`config.mk`:
```
export PLATFORM = sky130hd
export DESIGN_NAME = fm_stage_seq
export DESIGN_NICKNAME = d
export VERILOG_FILES = /design/src/rtl/fm_pkg.sv /design/src/rtl/fm_stream_gen.sv /design/src/rtl/fm_stage_seq.sv
export SDC_FILE = /design/constraint.sdc
export NUM_CORES = 1
export LEC_CHECK = 0
export BUFFER_PORTS_ARGS = -buffer_cell sky130_fd_sc_hd__buf_4
export CORE_ASPECT_RATIO = 1.25
export CORE_UTILIZATION = 25
export CTS_BUF_LIST = sky130_fd_sc_hd__clkbuf_2
export CTS_CLUSTER_DIAMETER = 60
export DETAILED_ROUTE_END_ITERATION = 16
export MAX_ROUTING_LAYER = met4
export PLACE_DENSITY = 0.52
export SLEW_MARGIN = 25
export SYNTH_ARGS = -nofsm -noshare
export SYNTH_HDL_FRONTEND = slang
export SYNTH_HIERARCHICAL = 1
export SYNTH_SLANG_ARGS = --single-unit
export TNS_END_PERCENT = 50
```
`constraint.sdc`:
```
create_clock -name clk -period 4.2 [get_ports clk]
set_clock_uncertainty 0.15 [all_clocks]
set_input_delay 0.42 -clock clk [delete_from_list [all_inputs] [get_ports clk]]
set_output_delay 0.42 -clock clk [all_outputs]
set_load 0.02 [all_outputs]
```
`src/rtl/fm_pkg.sv`:
```
// Shared definitions for the FM stage sequencer: default widths, the gap
// length and the controller state encoding.
package fm_pkg;

    localparam int FM_BW      = 16;
    localparam int FM_AW      = 16;
    localparam int FM_GAP_CYC = 32;

    typedef enum logic [2:0] {
        S_IDLE = 3'd0,
        S_STD  = 3'd1,
        S_GAP  = 3'd2,
        S_MEAN = 3'd3,
        S_WAIT = 3'd4,
        S_FIN  = 3'd5
    } fm_state_e;

endpackage

```
`src/rtl/fm_stream_gen.sv`:
```
// Beat generator shared by the std and mean phases. It issues one buffer
// read per cycle for addresses 0..len-1, then produces the stage valid/last
// strobes one cycle later to cover the buffer read latency.
module fm_stream_gen
    import fm_pkg::*;
#(
    parameter int AW = FM_AW
)(
    input  logic          clk,
    input  logic          rst,
    input  logic          go_i,
    input  logic          sel_i,
    input  logic [AW-1:0] len_i,
    output logic          rd_en_o,
    output logic [AW-1:0] rd_addr_o,
    output logic          rd_sel_o,
    output logic          rd_final_o,
    output logic          std_valid_o,
    output logic          std_last_o,
    output logic          mean_valid_o,
    output logic          mean_last_o
);

    localparam logic [AW-1:0] ONE = AW'(1);

    logic          active_q, active_d;
    logic [AW-1:0] addr_q, addr_d;
    logic          sel_q, sel_d;
    logic          vld_q;
    logic          lst_q;
    logic          vsel_q;
    logic          final_beat;

    // len_i is only consulted while active, by which time the caller has
    // latched it, so a go in the same cycle as the config latch is safe.
    assign final_beat = active_q && (addr_q == (len_i - ONE));

    // Next-state for the read window: restart on go, stop after len-1.
    always_comb begin
        active_d = active_q;
        addr_d   = addr_q;
        sel_d    = sel_q;
        if (go_i) begin
            active_d = 1'b1;
            addr_d   = '0;
            sel_d    = sel_i;
        end else if (active_q) begin
            if (final_beat) begin
                active_d = 1'b0;
                addr_d   = '0;
            end else begin
                addr_d = addr_q + ONE;
            end
        end
    end

    // Read-side registers plus the one-cycle delayed valid/last/select.
    always_ff @(posedge clk or posedge rst) begin
        if (rst) begin
            active_q <= 1'b0;
            addr_q   <= '0;
            sel_q    <= 1'b0;
            vld_q    <= 1'b0;
            lst_q    <= 1'b0;
            vsel_q   <= 1'b0;
        end else begin
            active_q <= active_d;
            addr_q   <= addr_d;
            sel_q    <= sel_d;
            vld_q    <= active_q;
            lst_q    <= final_beat;
            vsel_q   <= sel_q;
        end
    end

    assign rd_en_o      = active_q;
    assign rd_addr_o    = addr_q;
    assign rd_sel_o     = active_q & sel_q;
    assign rd_final_o   = final_beat;
    assign std_valid_o  = vld_q & ~vsel_q;
    assign std_last_o   = lst_q & ~vsel_q;
    assign mean_valid_o = vld_q & vsel_q;
    assign mean_last_o  = lst_q & vsel_q;

endmodule

```
`src/rtl/fm_stage_seq.sv`:
```
// Job sequencer for the FM stage: streams the std buffer, optionally waits
// a fixed gap and streams the mean buffer, then waits for the stage result
// with an optional timeout.
//
// state | meaning
// ------+-----------------------------------------------------------
// IDLE  | waiting for start; config latched on start
// STD   | std buffer beats 0..len-1 being read
// GAP   | GAP_CYC idle cycles so the stage can settle the variance
// MEAN  | mean buffer beats 0..len-1 being read (mode 0 only)
// WAIT  | waiting for fm_out_valid && fm_out_last, timeout running
// FIN   | done pulse, back to IDLE
//
// GAP_CYC must be at least 1.
module fm_stage_seq
    import fm_pkg::*;
#(
    parameter int BW      = FM_BW,
    parameter int AW      = FM_AW,
    parameter int GAP_CYC = FM_GAP_CYC
)(
    input  logic          clk,
    input  logic          rst,
    input  logic          start,
    input  logic          cfg_mode,
    input  logic [AW-1:0] cfg_len,
    input  logic [AW-1:0] cfg_timeout,
    output logic          buf_rd_en,
    output logic [AW-1:0] buf_rd_addr,
    output logic          buf_rd_sel,
    output logic          fm_mode,
    output logic          x_std_valid,
    output logic          x_std_last,
    output logic          x_mean_valid,
    output logic          x_mean_last,
    input  logic          fm_out_valid,
    input  logic          fm_out_last,
    input  logic [BW-1:0] fm_mean_var,
    input  logic [BW-1:0] fm_one_var,
    output logic [BW-1:0] res_mean_var,
    output logic [BW-1:0] res_one_var,
    output logic          busy,
    output logic          done,
    output logic          err_len,
    output logic          err_timeout
);

    localparam int            GW       = $clog2(GAP_CYC + 1);
    localparam logic [GW-1:0] GAP_LOAD = GW'(GAP_CYC - 1);
    localparam logic [AW-1:0] ONE      = AW'(1);

    fm_state_e     state_q;
    logic          mode_q;
    logic [AW-1:0] len_q;
    logic [AW-1:0] tmo_q;
    logic [GW-1:0] gap_q;
    logic [AW-1:0] wcnt_q;
    logic [BW-1:0] res_mv_q;
    logic [BW-1:0] res_ov_q;
    logic          done_q;
    logic          err_len_q;
    logic          err_tmo_q;

    logic          go_std;
    logic          go_mean;
    logic          gen_final;
    logic          capture;
    logic          tmo_hit;

    // Beat generator is kicked on the same edge the FSM changes state so the
    // first read address appears in the first cycle of STD/MEAN.
    assign go_std  = (state_q == S_IDLE) && start && (cfg_len != '0);
    assign go_mean = (state_q == S_GAP) && (gap_q == '0);
    assign capture = fm_out_valid && fm_out_last;
    assign tmo_hit = (tmo_q != '0) && (wcnt_q == (tmo_q - ONE));

    fm_stream_gen #(
        .AW (AW)
    ) u_stream (
        .clk          (clk),
        .rst          (rst),
        .go_i         (go_std | go_mean),
        .sel_i        (go_mean),
        .len_i        (len_q),
        .rd_en_o      (buf_rd_en),
        .rd_addr_o    (buf_rd_addr),
        .rd_sel_o     (buf_rd_sel),
        .rd_final_o   (gen_final),
        .std_valid_o  (x_std_valid),
        .std_last_o   (x_std_last),
        .mean_valid_o (x_mean_valid),
        .mean_last_o  (x_mean_last)
    );

    // Sequencer FSM with config latch, gap/wait counters and result capture.
    always_ff @(posedge clk or posedge rst) begin
        if (rst) begin
            state_q   <= S_IDLE;
            mode_q    <= 1'b0;
            len_q     <= '0;
            tmo_q     <= '0;
            gap_q     <= '0;
            wcnt_q    <= '0;
            res_mv_q  <= '0;
            res_ov_q  <= '0;
            done_q    <= 1'b0;
            err_len_q <= 1'b0;
            err_tmo_q <= 1'b0;
        end else begin
            done_q    <= 1'b0;
            err_len_q <= 1'b0;
            err_tmo_q <= 1'b0;
            case (state_q)
                S_IDLE: begin
                    if (start) begin
                        mode_q <= cfg_mode;
                        len_q  <= cfg_len;
                        tmo_q  <= cfg_timeout;
                        if (cfg_len == '0) begin
                            err_len_q <= 1'b1;
                        end else begin
                            state_q <= S_STD;
                        end
                    end
                end
                S_STD: begin
                    if (gen_final) begin
                        if (mode_q) begin
                            state_q <= S_WAIT;
                            wcnt_q  <= '0;
                        end else begin
                            state_q <= S_GAP;
                            gap_q   <= GAP_LOAD;
                        end
                    end
                end
                S_GAP: begin
                    if (gap_q == '0) begin
                        state_q <= S_MEAN;
                    end else begin
                        gap_q <= gap_q - 1'b1;
                    end
                end
                S_MEAN: begin
                    if (gen_final) begin
                        state_q <= S_WAIT;
                        wcnt_q  <= '0;
                    end
                end
                S_WAIT: begin
                    // A result arriving on the timeout cycle still counts.
                    if (capture) begin
                        res_mv_q <= fm_mean_var;
                        res_ov_q <= fm_one_var;
                        done_q   <= 1'b1;
                        state_q  <= S_FIN;
                    end else if (tmo_hit) begin
                        err_tmo_q <= 1'b1;
                        state_q   <= S_IDLE;
                    end else begin
                        wcnt_q <= wcnt_q + ONE;
                    end
                end
                S_FIN: begin
                    state_q <= S_IDLE;
                end
                default: begin
                    state_q <= S_IDLE;
                end
            endcase
        end
    end

    assign fm_mode      = mode_q;
    assign res_mean_var = res_mv_q;
    assign res_one_var  = res_ov_q;
    assign busy         = (state_q != S_IDLE);
    assign done         = done_q;
    assign err_len      = err_len_q;
    assign err_timeout  = err_tmo_q;

endmodule

```
==> metrics.md <==
| Metric | Value |
|---|---|
| CP top delay family | simple AND/OR/NAND/NOR gates |
| Initial Util | 25.79% |
| Fillers | 2,491 |
| Port Buffer Count | 128 |
| Fin crit period | 3.707 ns |
| Count of cells resized by post-cts repair | 0 |
| WL/cell | between 10 and 15 µm |
| Worst skew pair latency | ~0.7 ns |
| Die area | 25,360 µm² |
| Crit share post-route | roughly nine tenths |
| H-tree levels | 4 |
| CTS tree | done |
| Worst-case reg-to-reg path depth | 14 |
| F_max | 0.2697 GHz |
| Total power | 4.528 mW |
| CP Max Fanout | 8 |
| Switching fraction of total power | 41.44% |
| Synthesized area per cell | 10.82 µm² |
| CP max stage delay | 0.51 ns |
| Post-synth top flop | dfrtp_1 |
| Pleak | 3.627 nW |
| Tightest Pin Transition | slightly below 0.9 ns |
| Row cnt | 63 |
| Top cell type's share of synthesized area | 46.15% |
| Relative slew slack | 41.78% |
| Layout area overhead | 35.18% |
| Mapped cell area | 6181 µm² |
| Internal power | about 2.7 mW |
| Total GRT Usage | ~14% |
| Die Span X | 142.6 µm |
| Synth warnings | 6 |
| Unique cell type count in the Yosys netlist | 71 |
| TritonCTS Buffers | 17 |
| Worst VDD drop | 0.2013 mV |
| Most frequent cells in the layout | buf_4, dfrtp_1, dlygate4sd3_1, mux2_2, nand2_1 |
| Crit Path Category | reg -> reg |
| Final setup violation count | 0 |
| CTS Sinks | ~110 |
| 1st-pass router iterations | 4 |
| Postcts setup bufs | 0 |
| DRT iter0 DRCs | 224 |
| Status | completed |
| Vias | 5,054 |
| HP Class | in -> reg |
| Fin Setup TNS | 0 ns |
| Clock share of power | roughly 17% |
| Top area cells in the synthesized netlist | dfrtp_1, mux2_2, xor2_1 |
| PD cells | ~540 nW/µm² |
| CP bufs+invs | 1 |
| Pins Over Slew Limit | 0 |
| Worst r2r src | len_q[0]$_DFFE_PP0P_ |
| I/O pins | 129 |
| Max-cap check violation count | 0 |
| Sequential Power Share | 42.1% |
| Vias in the first global route | between 5k and 6k |
| WHS Path Cells | 5 |
| Final net count | between 800 and 900 |
| Post-synth ARST share | 100.0% |
| CP Data Arrival Time | 4.16 ns |
| DR DRC count | 0 |
| Final Hold Fails | 0 |
| GR Overflow Total | 0 |
| R2R Setup Slk | 0.49 ns |
| Initial antenna violation count | 1 |
| Most common cell after layout, fill and taps aside | buf_4 |
| DIE HEIGHT | ~180 µm |
| RSZ-0062 raised after global routing | no |
| Layout cell share with drive strength beyond 1 | 32.39% |
| Worst EP required | 4.66 ns |
| DR vias/cell | 4.590 |
| Hold endpoint | state_q[0]$_DFFE_PP0P_ |
| Worst path cell trace | inv_1, ha_1, nor3b_2, nand3_1, xnor2_1, a211oi_2, o2111ai_4, or2_4, nor2_1, nor2_1, nor3_1, and2_1, nor3_1, a21oi_1 |
| Combinational fraction of design power | 40.7% |
| Seq cells post-synth | 114 |
| Post-synth EDFFs | 0 |
| Gp weighted congestion | 0.7863 |
| Cell count after synthesis | 571 |
| Global-route wire length before repair | 26,640 µm |
| Net switching power | 1.876 mW |
| Nature of the critical path endpoint | flip-flop |
| Worst min-delay path startpoint | fm_out_last |
| Clock root buffer | clkbuf_2 |
| Sequential fraction of the synthesis area | 46.15% |
| Drt total wl | 16,420 µm |
| Dominant cell type by area after synthesis | dfrtp_1 |
| Hpwl dp | 11,420 µm |
| Clock buffer depth | 2 |
| Final ANT Viol Nets | 0 |
| Syn nets | ~650 |
| Setup crit start kind | flip-flop |
| Reg clk slew, reported paths | 0.22 ns |
| Slowest CP cell | dfrtp_1 |
| Largest net degree at the start of global routing | 70 |
| Worst r2r dst | gap_q[0]$_DFFE_PP0P_ |
| Core area | about 24,000 µm² |
-- per-stage QoR --
| step | cells | utilization, % | instance area [µm²] | worst slack, ns | hold WS (ns) |
|---|---|---|---|---|---|
| 5_1_grt | 1101 | 34.87 | 8356 | 0.1363 | 0.1189 |
| 3_5_place_dp | 1000 | 30.92 | 7410 | 0.5417 | 0.2543 |
| 2_1_floorplan | 571 | - | 6181 | 1.004 | 0.2132 |
| 3_3_place_gp | 1000 | 30.92 | 7410 | 0.6310 | 0.2527 |
| 6_report | 1101 | 34.87 | 8356 | 0.4926 | 0.1673 |
| 4_1_cts | 1099 | 34.74 | 8325 | 0.4558 | 0.1105 |
-- worst reg2reg max path, delay by kind of cell (launching register included) --
kind,cells,cell delay [ns]
fa+ha+maj,1,0.19
xor+xnor,1,0.16
compound gates,3,0.59
flops,1,0.51
simple gates,8,1.92
buf+inv,1,0.09
-- state kept, by name, summed over array words and instances (netlist names), 3 cells and up --
| name | cells |
|---|---|
| res_one_var | 16 |
| state_q | 3 |
| res_mean_var | 16 |
| len_q | 16 |
| tmo_q | 16 |
| wcnt_q | 16 |
| u_stream/rd_addr_o | 16 |
| gap_q | 6 |
-- cell type report --
type	count	area (µm²)	area share, %
Inverter	17	66.31	0.7937
Tap cell	325	406.6	4.867
Timing Repair Buffer	199	1682	20.13
Clock buffer	18	90.09	1.078
Antenna cell	1	2.502	0.02995
Multi-Input combinational cell	413	3100	37.11
Clock inverter	14	155.1	1.857
Sequential cell	114	2853	34.14
-- power groups by stage --
stage | sequential (mW) | clock (mW) | combinational, mW
floorplan | 1.94 | 0 | 1.20
detailed placement | 1.94 | 0 | 1.80
CTS | 1.92 | 0.810 | 1.86
global placement | 1.93 | 0 | 1.80
finish | 1.91 | 0.777 | 1.84
global route | 1.98 | 0.856 | 2.03
-- cell families after synthesis --
logic type | after synthesis | share of synthesized area (%)
buffers and inverters | 44 | 3.927
adders and majority gates | 6 | 1.215
xor gates and xnor gates | 49 | 6.943
and+or+nand+nor | 207 | 19.23
AOI/OAI and AO/OA | 85 | 10.57
DFF | 114 | 46.15
muxes | 66 | 11.96
-- synthesized netlist by cell type (4+ instances only) --
master and number:
a21oi_1 15, mux2_2 63, o211ai_1 12, a211oi_1 5, xor2_1 34, buf_6 5, nand3_1 17, or3_1 7
nor2b_1 4, o21ai_0 10, inv_1 16, ha_1 6, dfrtp_1 114, and3_1 9, o21ai_1 8, nor2_1 36
clkbuf_1 13, o31ai_1 8, xnor2_1 15, nor3_1 12, nor3b_1 4, nand2_1 39, and2_1 8, nand2b_1 10
nor4_1 13, or4_1 7, nand4_1 15
-- how the worst max path moves through the flow --
stage          depth (start not counted)                    to                 start  slack [ns]
3_5_place_dp                          14  gap_q[0]$_DFFE_PP0P_  len_q[0]$_DFFE_PP0P_        0.54
4_1_cts                               14  gap_q[0]$_DFFE_PP0P_  len_q[0]$_DFFE_PP0P_        0.46
6_report                              14  gap_q[0]$_DFFE_PP0P_  len_q[0]$_DFFE_PP0P_        0.49
5_1_grt                               13  gap_q[1]$_DFFE_PP0P_  len_q[0]$_DFFE_PP0P_        0.14
2_1_floorplan                         13  gap_q[0]$_DFFE_PP0P_  len_q[4]$_DFFE_PP0P_        1.00
3_3_place_gp                          13  gap_q[0]$_DFFE_PP0P_  len_q[0]$_DFFE_PP0P_        0.63
-- metal layers --
layer  share of wire, %  vias up  global-route usage (%)  wire (µm)
met2                 53      115                   25.16       8760
met1                 42     2475                   15.28       6816
met3                3.2       15                   2.590        533
li1                   -     2449                       -          -
met5                  0        -                       -          0
met4                1.9        0                   5.466        310
-- timing repair --
item | 4_1_cts | 5_1_grt
hold buffers | 67 | 0
endpoints found under the setup margin | 0 | 0
endpoints found under the hold margin | 155 | 0
No activity file was read; power rests on OpenSTA's default activity.
